## config.mk

```make
export PLATFORM = sky130hd
export DESIGN_NAME = note_sequencer
export DESIGN_NICKNAME = d
export VERILOG_FILES = /design/src/rtl/note_sequencer.sv
export SDC_FILE = /design/constraint.sdc
export NUM_CORES = 1
export LEC_CHECK = 0
export CAP_MARGIN = 20
export CORE_MARGIN = 10
export CORE_UTILIZATION = 48
export DETAILED_ROUTE_END_ITERATION = 8
export PLACE_DENSITY = 0.76
export SYNTH_ARGS = -nofsm -noshare
export SYNTH_HDL_FRONTEND = slang
export SYNTH_SLANG_ARGS = --single-unit
```

## constraint.sdc

```tcl
create_clock -name clock_in -period 2.7 [get_ports clock_in]
set_input_delay 0.54 -clock clock_in [delete_from_list [all_inputs] [get_ports clock_in]]
set_output_delay 0.54 -clock clock_in [all_outputs]
set_load 0.005 [all_outputs]
```

## src/rtl/note_sequencer.sv

```systemverilog
// note_sequencer: picks one of eight notes (C5..C6) for the downstream clock
// divider, either from switches or by stepping at a fixed rate, and drives the
// divider's terminal count and reset so every tone starts at a clean phase.
module note_sequencer #(
  parameter int unsigned CLK_HZ     = 50000000,  // clock the note table is derived from
  parameter int unsigned STEP_TICKS = 25000000   // cycles per note in auto mode, >= 2
) (
  input  logic        clock_in,
  input  logic        reset,
  input  logic        start,
  input  logic        stop,
  input  logic        auto_mode,
  input  logic        direction,
  input  logic [2:0]  note_sel,
  output logic [31:0] count_end,
  output logic        divider_reset,
  output logic [2:0]  note_index,
  output logic        step_pulse,
  output logic        playing
);

  typedef enum logic [1:0] {
    IDLE      = 2'd0,
    PLAY_MAN  = 2'd1,
    PLAY_AUTO = 2'd2
  } state_t;

  // Half-period terminal counts, CLK_HZ / (2 * f) with f in whole hertz:
  // C5 523, D5 587, E5 659, F5 698, G5 783, A5 880, B5 987, C6 1046.
  // At 50 MHz: 47801 42589 37936 35816 31928 28409 25329 23900.
  localparam logic [31:0] NOTE_TABLE [8] = '{
    CLK_HZ / 1046, CLK_HZ / 1174, CLK_HZ / 1318, CLK_HZ / 1396,
    CLK_HZ / 1566, CLK_HZ / 1760, CLK_HZ / 1974, CLK_HZ / 2092
  };

  localparam logic [31:0] TICK_LAST = 32'(STEP_TICKS - 1);

  state_t      r_state;
  state_t      w_state_next;
  logic [31:0] r_tick;
  logic [31:0] w_tick_next;
  logic [2:0]  r_note;
  logic [2:0]  w_note_next;
  logic [31:0] r_count_end;
  logic        r_div_rst;
  logic        w_div_rst_next;
  logic        r_step;
  logic        w_step_next;
  logic        r_playing;
  logic        w_terminal;

  assign w_terminal = (r_tick == TICK_LAST);

  // Next state, next note, tick counter and divider control for the coming edge.
  always_comb begin
    // NOTE: every variable gets a default first so no path leaves it unassigned
    // (which would infer a latch).
    w_state_next   = r_state;
    w_tick_next    = r_tick;
    w_note_next    = r_note;
    w_div_rst_next = 1'b0;
    w_step_next    = 1'b0;

    unique case (r_state)
      IDLE: begin
        // Preload the first note while muted.
        w_note_next    = note_sel;
        w_tick_next    = '0;
        w_div_rst_next = 1'b1;
        if (start && !stop) begin
          w_state_next   = auto_mode ? PLAY_AUTO : PLAY_MAN;
          w_div_rst_next = 1'b0;
        end
      end

      PLAY_MAN: begin
        w_tick_next = '0;
        if (stop) begin
          w_state_next   = IDLE;
          w_div_rst_next = 1'b1;
        end else if (auto_mode) begin
          // PLAY_MAN is only entered with auto_mode low, so a high level here
          // is the rising edge; keep the current note and count from zero.
          w_state_next = PLAY_AUTO;
        end else if (note_sel != r_note) begin
          w_note_next    = note_sel;
          w_div_rst_next = 1'b1;
        end
      end

      PLAY_AUTO: begin
        if (stop) begin
          w_state_next   = IDLE;
          w_tick_next    = '0;
          w_div_rst_next = 1'b1;
        end else if (!auto_mode) begin
          w_state_next = PLAY_MAN;
          w_tick_next  = '0;
        end else if (w_terminal) begin
          // 3-bit arithmetic gives the 7->0 and 0->7 wrap for free.
          w_tick_next    = '0;
          w_note_next    = direction ? (r_note - 3'd1) : (r_note + 3'd1);
          w_step_next    = 1'b1;
          w_div_rst_next = 1'b1;
        end else begin
          w_tick_next = r_tick + 32'd1;
        end
      end

      default: begin
        w_state_next   = IDLE;
        w_tick_next    = '0;
        w_div_rst_next = 1'b1;
      end
    endcase
  end

  // State register and tick counter.
  always_ff @(posedge clock_in) begin
    // NOTE: sequential state uses non-blocking assignments so every register
    // samples the pre-edge values regardless of statement order.
    if (reset) begin
      r_state <= IDLE;
      r_tick  <= '0;
    end else begin
      r_state <= w_state_next;
      r_tick  <= w_tick_next;
    end
  end

  // Registered outputs; note index and its terminal count move on the same edge.
  always_ff @(posedge clock_in) begin
    if (reset) begin
      r_note      <= 3'd0;
      r_count_end <= NOTE_TABLE[0];
      r_div_rst   <= 1'b1;
      r_step      <= 1'b0;
      r_playing   <= 1'b0;
    end else begin
      r_note      <= w_note_next;
      r_count_end <= NOTE_TABLE[w_note_next];
      r_div_rst   <= w_div_rst_next;
      r_step      <= w_step_next;
      r_playing   <= (w_state_next != IDLE);
    end
  end

  assign count_end     = r_count_end;
  assign divider_reset = r_div_rst;
  assign note_index    = r_note;
  assign step_pulse    = r_step;
  assign playing       = r_playing;

endmodule
```

; ---- Word-level counts from Yosys, hierarchy flattened
; Memory sizes are Yosys's and may differ from the RTL's. A register that Yosys moved wholly into a read port is not among the register bits.
; Index checks and enable logic that the tools add are counted.
; W data, S select, Z words.
[totals]
reg_bits = 40
latchBits = 0
mem_bits_rw = 0
romBits = 256
input_bits = 9
output_inout_bits = 38
elab_cells = 46
memories = 1
[op_classes]
addsub = 3
multipliers = 0
div_mod_pow = 0
magnitude_cmp = 0
eq_ne = 4
n_shift = 0
n_mux = 23
n_bitwise = 3
n_reduce_logical = 6
[mem_list]
columns = memory, words, width, read_ports, rd_clocked_by_memory_dff, wr, line_no
row1 = (no name shown), 8, 32, 1, 1, 0, 141  ; r_count_end <= NOTE_TABLE[w_note_next];
[ops]
columns = operator, n
row1 = $add A32 B1 Y32 const B, 1
row2 = $eq A32 B25 Y1 const B, 1
row3 = $mux W3, 7
row4 = $mux W2, 6
row5 = $pmux W3 S3, 1
row6 = $mux W1, 7
row7 = $pmux W2 S3, 1
row8 = $reduce_or A5 Y1, 1
row9 = $not A3 Y4, 1
row10 = $add A3 B1 Y3 const B, 1
row11 = $ne A3 B3 Y1, 1
row12 = $pmux W1 S3, 1
row13 = $reduce_or A3 Y1, 1
row14 = $sub A3 B1 Y3 const B, 1
row15 = $eq A2 B1 Y1 const B, 1
row16 = $eq A2 B2 Y1 const B, 1
row17 = $logic_not A2 Y1, 1
row18 = $not A1 Y1, 2
row19 = $reduce_bool A2 Y1, 1
row20 = $logic_and A1 B1 Y1, 1
row21 = $logic_not A1 Y1, 1

; ---- Logic depth before layout (Yosys ltp)
[depth]
ltp_word = 7
ltp_mapped = 11

; ---- Worst setup path after synthesis
; OpenSTA, ideal clock, no wires.
[synth_path]
path_type = register to register
from = register r_tick[0]
to = register r_count_end[0], in the netlist count_end[0]
setup_ns = 0.114
arrival_time_ns = 2.732
required_time_ns = 2.586
setup_slack_ns = -0.146
stages_incl_launch_ff = 10
n_path_buf = 0
path_cell_list = dfxtp_1 -> ha_1 -> and4_1 -> nand4_1 -> or4_4 -> a211oi_2 -> inv_1 -> ha_1 -> or3_1 -> a21o_1
[synth_via]
elab_chain_len = 6
[synth_lines]
columns = element, line_no
row1 = from (decl), 40  ; logic [31:0] r_tick;
row2 = from (signal assigned), 127  ; r_tick <= w_tick_next;
row3 = $eq A32 B25 Y1, 52  ; assign w_terminal = (r_tick == TICK_LAST);
row4 = $mux W3, 99  ; end else if (w_terminal) begin
row5 = $mux W3, 96  ; end else if (!auto_mode) begin
row6 = $mux W3, 92  ; if (stop) begin
row7 = $pmux W3 S3, 64  ; unique case (r_state)
row8 = $not A3 Y4 (implied by the code), 141
row9 = to (decl), 44  ; logic [31:0] r_count_end;
; Every way passes these cells.
; A chain may end at the register's enable or synchronous reset.

; ---- Worst setup path after layout
; Ends and elaborated chain as after synthesis.

==> key figures <==
Hold path
  – Hold Crit Start: r_tick[0]
  – Worst Hold Path EP: r_tick[0]
  – Hold path depth: 1
  – Tightest Hold Check Type: reg -> reg

Placed design
  – GP Congestion: 0.8887
  – Placement Setup Slack: -286.0 ps
  – Port bufs: 29
  – Dpl hpwl: roughly 5000 um

STA
  – Setup WS post-layout: ~44 ps
  – Max Fclk: ~0.38 GHz
  – Final number of hold-violating endpoints: 0
  – Sum Neg Setup Slack: 0 ps
  – Fin. max-slew vios: 0
  – Final setup fails: 0
  – Final min period: roughly 2700 ps
  – Final period util: 0.9838
  – Min Hold Slack: approximately 450 ps
  – Clock skew: between 6 and 7 ps
  – RSZ-0062 raised after global routing: true

Worst setup path
  – Worst R2R Setup Slack: 40 ps
  – Critical path's top delay family: simple AND/OR/NAND/NOR gates
  – Worst setup path class: reg -> reg
  – Reg-to-reg critical path startpoint: r_tick[0]
  – WP data required: a little under 3000 ps
  – CP Max Fanout: 4
  – Terminus of the critical flop-to-flop path: count_end[0]
  – Slowest cell on the critical path: or4_4
  – Critical path buffers and inverters: 1
  – Worst Path Arrival: roughly 2900 ps
  – Critical Path Most Common Cell: ha_4
  – CP max stage delay: about 600 ps
  – Worst-case reg-to-reg path depth: 9
  – CP Launch Type: flip-flop
  – Stages on worst setup path: 9
  – Crit-path cells: ha_4, and4_1, nand4_1, or4_4, a211oi_4, inv_2, ha_4, or3_4, a21o_1
  – Endpoint class of the critical path: flip-flop

Synthesis
  – Area contributors post-synth: dfxtp_1 38%, xnor2_1 7.4%, nor2_1 6.0%, buf_4 4.7%, ha_1 3.9%
  – Number of synthesized register bits: 54
  – FFs w/ async S/R, synth: 0
  – Gate Count Post-Synth: ~340
  – Register area share after synthesis: 0.3784
  – Main synth FF type: dfxtp_1
  – EDFF count, synth: 0
  – Mean Syn Cell Area: approximately 8.5 um^2
  – Area leader, netlist: dfxtp_1
  – Synth warn: 0
  – Yosys cell types: between 50 and 60
  – Netlist Area Pre-Place: roughly 2900 um^2
  – Synth top area share: 0.3784

Global routing
  – Vias in the first global route: between 2000 and 2500
  – First-pass GRT wire length: between 10000 and 15000 um
  – Antenna violations before repair: 0
  – Total track usage: 0.1333
  – Largest net degree at the start of global routing: 33
  – Global-route congestion overflow total: 0

Power
  – Clk pwr share: 0.274
  – Switch share: 0.2623
  – Power Dens Cells: ~440 nW/um^2
  – Maximum vdd drop: between 0.0002 and 0.0003 V
  – Logic pwr share: 0.198
  – Pleak: 0.001307 uW
  – Seq pwr share: 0.528
  – Internal power: 1170 uW
  – P_sw: 416.1 uW

Clocking
  – Cts bufs inserted: 5
  – CTS tree: done
  – H-tree lvl count: 2
  – Worst-skew pair later-pin latency: about 300 ps
  – Clk slew on worst S/H paths: ~90 ps
  – Clk sinks: 54
  – Clk Tree Root Cell: clkbuf_8
  – Hold_buf cts: 0
  – Buffers from clock root to sink, at most: 2

Floorplanning
  – Initial Util: 0.4882
  – Top Ports: 47
  – Die width: approximately 97 um
  – Die Ht: slightly below 100 um
  – Std cell rows: 28
  – Core area: 5851 um^2
  – Die ar.: 9436 um^2

Finish
  – Layout cell share with drive strength beyond 1: 0.1818
  – FILL cells: 485
  – NumNets Final: 415
  – Final Core Density: 0.6118
  – ANT cells: 0
  – Multi-input logic area: 1687 um^2
  – Register area: 1092 um^2
  – Area grow syn2layout: 25.32%

Routing
  – Avg Vias per Cell: 5.234
  – Routed length per instance: about 14 um
  – Remaining DRCs: 0
  – WL final: 6710 um
  – Antenna viol nets, final: 0
  – Vias: 2465
  – 1st-iter DRT viols: about 160
  – Total iterations of the first detailed-routing run: 4

Run
  – Max Cap Viol: 0

Run status
  – Status: completed
worst reg2reg max path: cells and delay by family, from the launching register on:
family / cells / cell delay, ps
fa+ha+maj: 2 / 350
simple gates: 4 / 1280
flops: 1 / 380
compound gates: 2 / 470
buf+inv: 1 / 80
worst max path at each step:
stage	startpoint	end	slack (ps)
2_1_floorplan	r_tick[0]	count_end[0]	40
3_3_place_gp	auto_mode	count_end[0]	-260
3_5_place_dp	auto_mode	count_end[9]	-290
4_1_cts	auto_mode	count_end[9]	30
5_1_grt	r_tick[0]	count_end[0]	-40
6_report	r_tick[0]	count_end[0]	40
synth_stat cells (2+ instances only):
cell type  count
a21o_1         9
a22oi_1        2
nand4_1       11
xnor2_1       24
a211oi_2       2
and2_1         5
nand2_1       19
dfxtp_1       54
nor4b_1        3
a21oi_1       10
clkbuf_1      10
or2_2          2
nor2_1        46
o21ai_1        2
nor3_1        10
o21ai_0        9
buf_4         18
nor4_1         7
nand3_1       14
nor2b_1        4
nand2b_1       2
and3_1         6
o211ai_1       3
or3_1          2
and4_1         3
xor2_1        10
inv_1         14
ha_1           9
nor4_2         3
registers in the layout, indices dropped and copies added, names as in the netlist:
| signal | count |
|---|---|
| count_end | 15 |
| divider_reset | 1 |
| note_index | 2 |
| playing | 1 |
| r_state | 2 |
| r_tick | 32 |
| step_pulse | 1 |
cell type report:
| cell class | count | share of cell area |
|---|---|---|
| timing repair buffer | 66 | 0.1594 |
| multi-input combinational | 254 | 0.4712 |
| inverter | 15 | 0.01573 |
| sequential | 54 | 0.3051 |
| clock inverter | 1 | 0.002097 |
| clock buffer | 6 | 0.02027 |
| tap | 75 | 0.02621 |
routing by layer:
layer / vias up / wire, um / track usage
li1: 1237 / - / -
met1: 1171 / 3054 / 0.1666
met2: 49 / 3263 / 0.2217
met3: 8 / 290 / 0.02916
met4: 0 / 101 / 0.04086
met5: - / 0 / 0
cell families (layout without fill, tap and decap cells):
logic type,after synthesis,in the layout,share of synthesized area
AO/OA/AOI/OAI,46,46,0.1104
buffers and inverters,44,88,0.08191
flip-flops,54,54,0.3785
XOR/XNOR,34,34,0.1042
adder cells (fa/ha/maj),10,10,0.04643
multiplexers,1,1,0.003504
other,1,17,0.001313
AND/OR/NAND/NOR,146,146,0.2738
layout by cell type (no fill, tap or decap), types with 3 or more instances in the layout:
| master | synthesis | final |
|---|---|---|
| nor2_1 | 46 | 46 |
| xnor2_1 | 24 | 24 |
| xor2_1 | 10 | 10 |
| inv_1 | 14 | 13 |
| dfxtp_2 | 0 | 3 |
| nor4b_1 | 3 | 3 |
| a21oi_1 | 10 | 10 |
| nor2b_1 | 4 | 3 |
| nor4_2 | 3 | 3 |
| a21o_1 | 9 | 9 |
| nand2_1 | 19 | 19 |
| dfxtp_1 | 54 | 49 |
| clkdlybuf4s50_1 | 0 | 28 |
| ha_1 | 9 | 7 |
| and2_1 | 5 | 5 |
| nor4_1 | 7 | 5 |
| nand4_1 | 11 | 11 |
| conb_1 | 1 | 17 |
| o211ai_1 | 3 | 3 |
| nor3_1 | 10 | 10 |
| and3_1 | 6 | 5 |
| buf_4 | 18 | 37 |
| clkbuf_8 | 0 | 5 |
| nand3_1 | 14 | 14 |
| o21ai_0 | 9 | 9 |
what timing repair did:
item	4_1_cts	5_1_grt
buffers inserted	0	1
setup endpoints to repair	0	2
gates resized for setup	0	18
power groups by stage:
stage / sequential [uW] / clock, uW / combinational (uW)
6_report: 838 / 434 / 315
5_1_grt: 842 / 477 / 342
4_1_cts: 840 / 445 / 303
3_5_place_dp: 859 / 0 / 300
3_3_place_gp: 859 / 0 / 296
2_1_floorplan: 863 / 0 / 163
metrics by stage:
| step | total power, uW | instance area [um^2] | cells |
|---|---|---|---|
| after floorplan | 1027 | 2945 | 352 |
| after global placement | 1154 | 3422 | 463 |
| after detailed placement | 1159 | 3422 | 463 |
| after CTS | 1588 | 3502 | 470 |
| after global routing | 1661 | 3580 | 471 |
| final | 1587 | 3580 | 471 |
(Power assumes the default switching activity.)
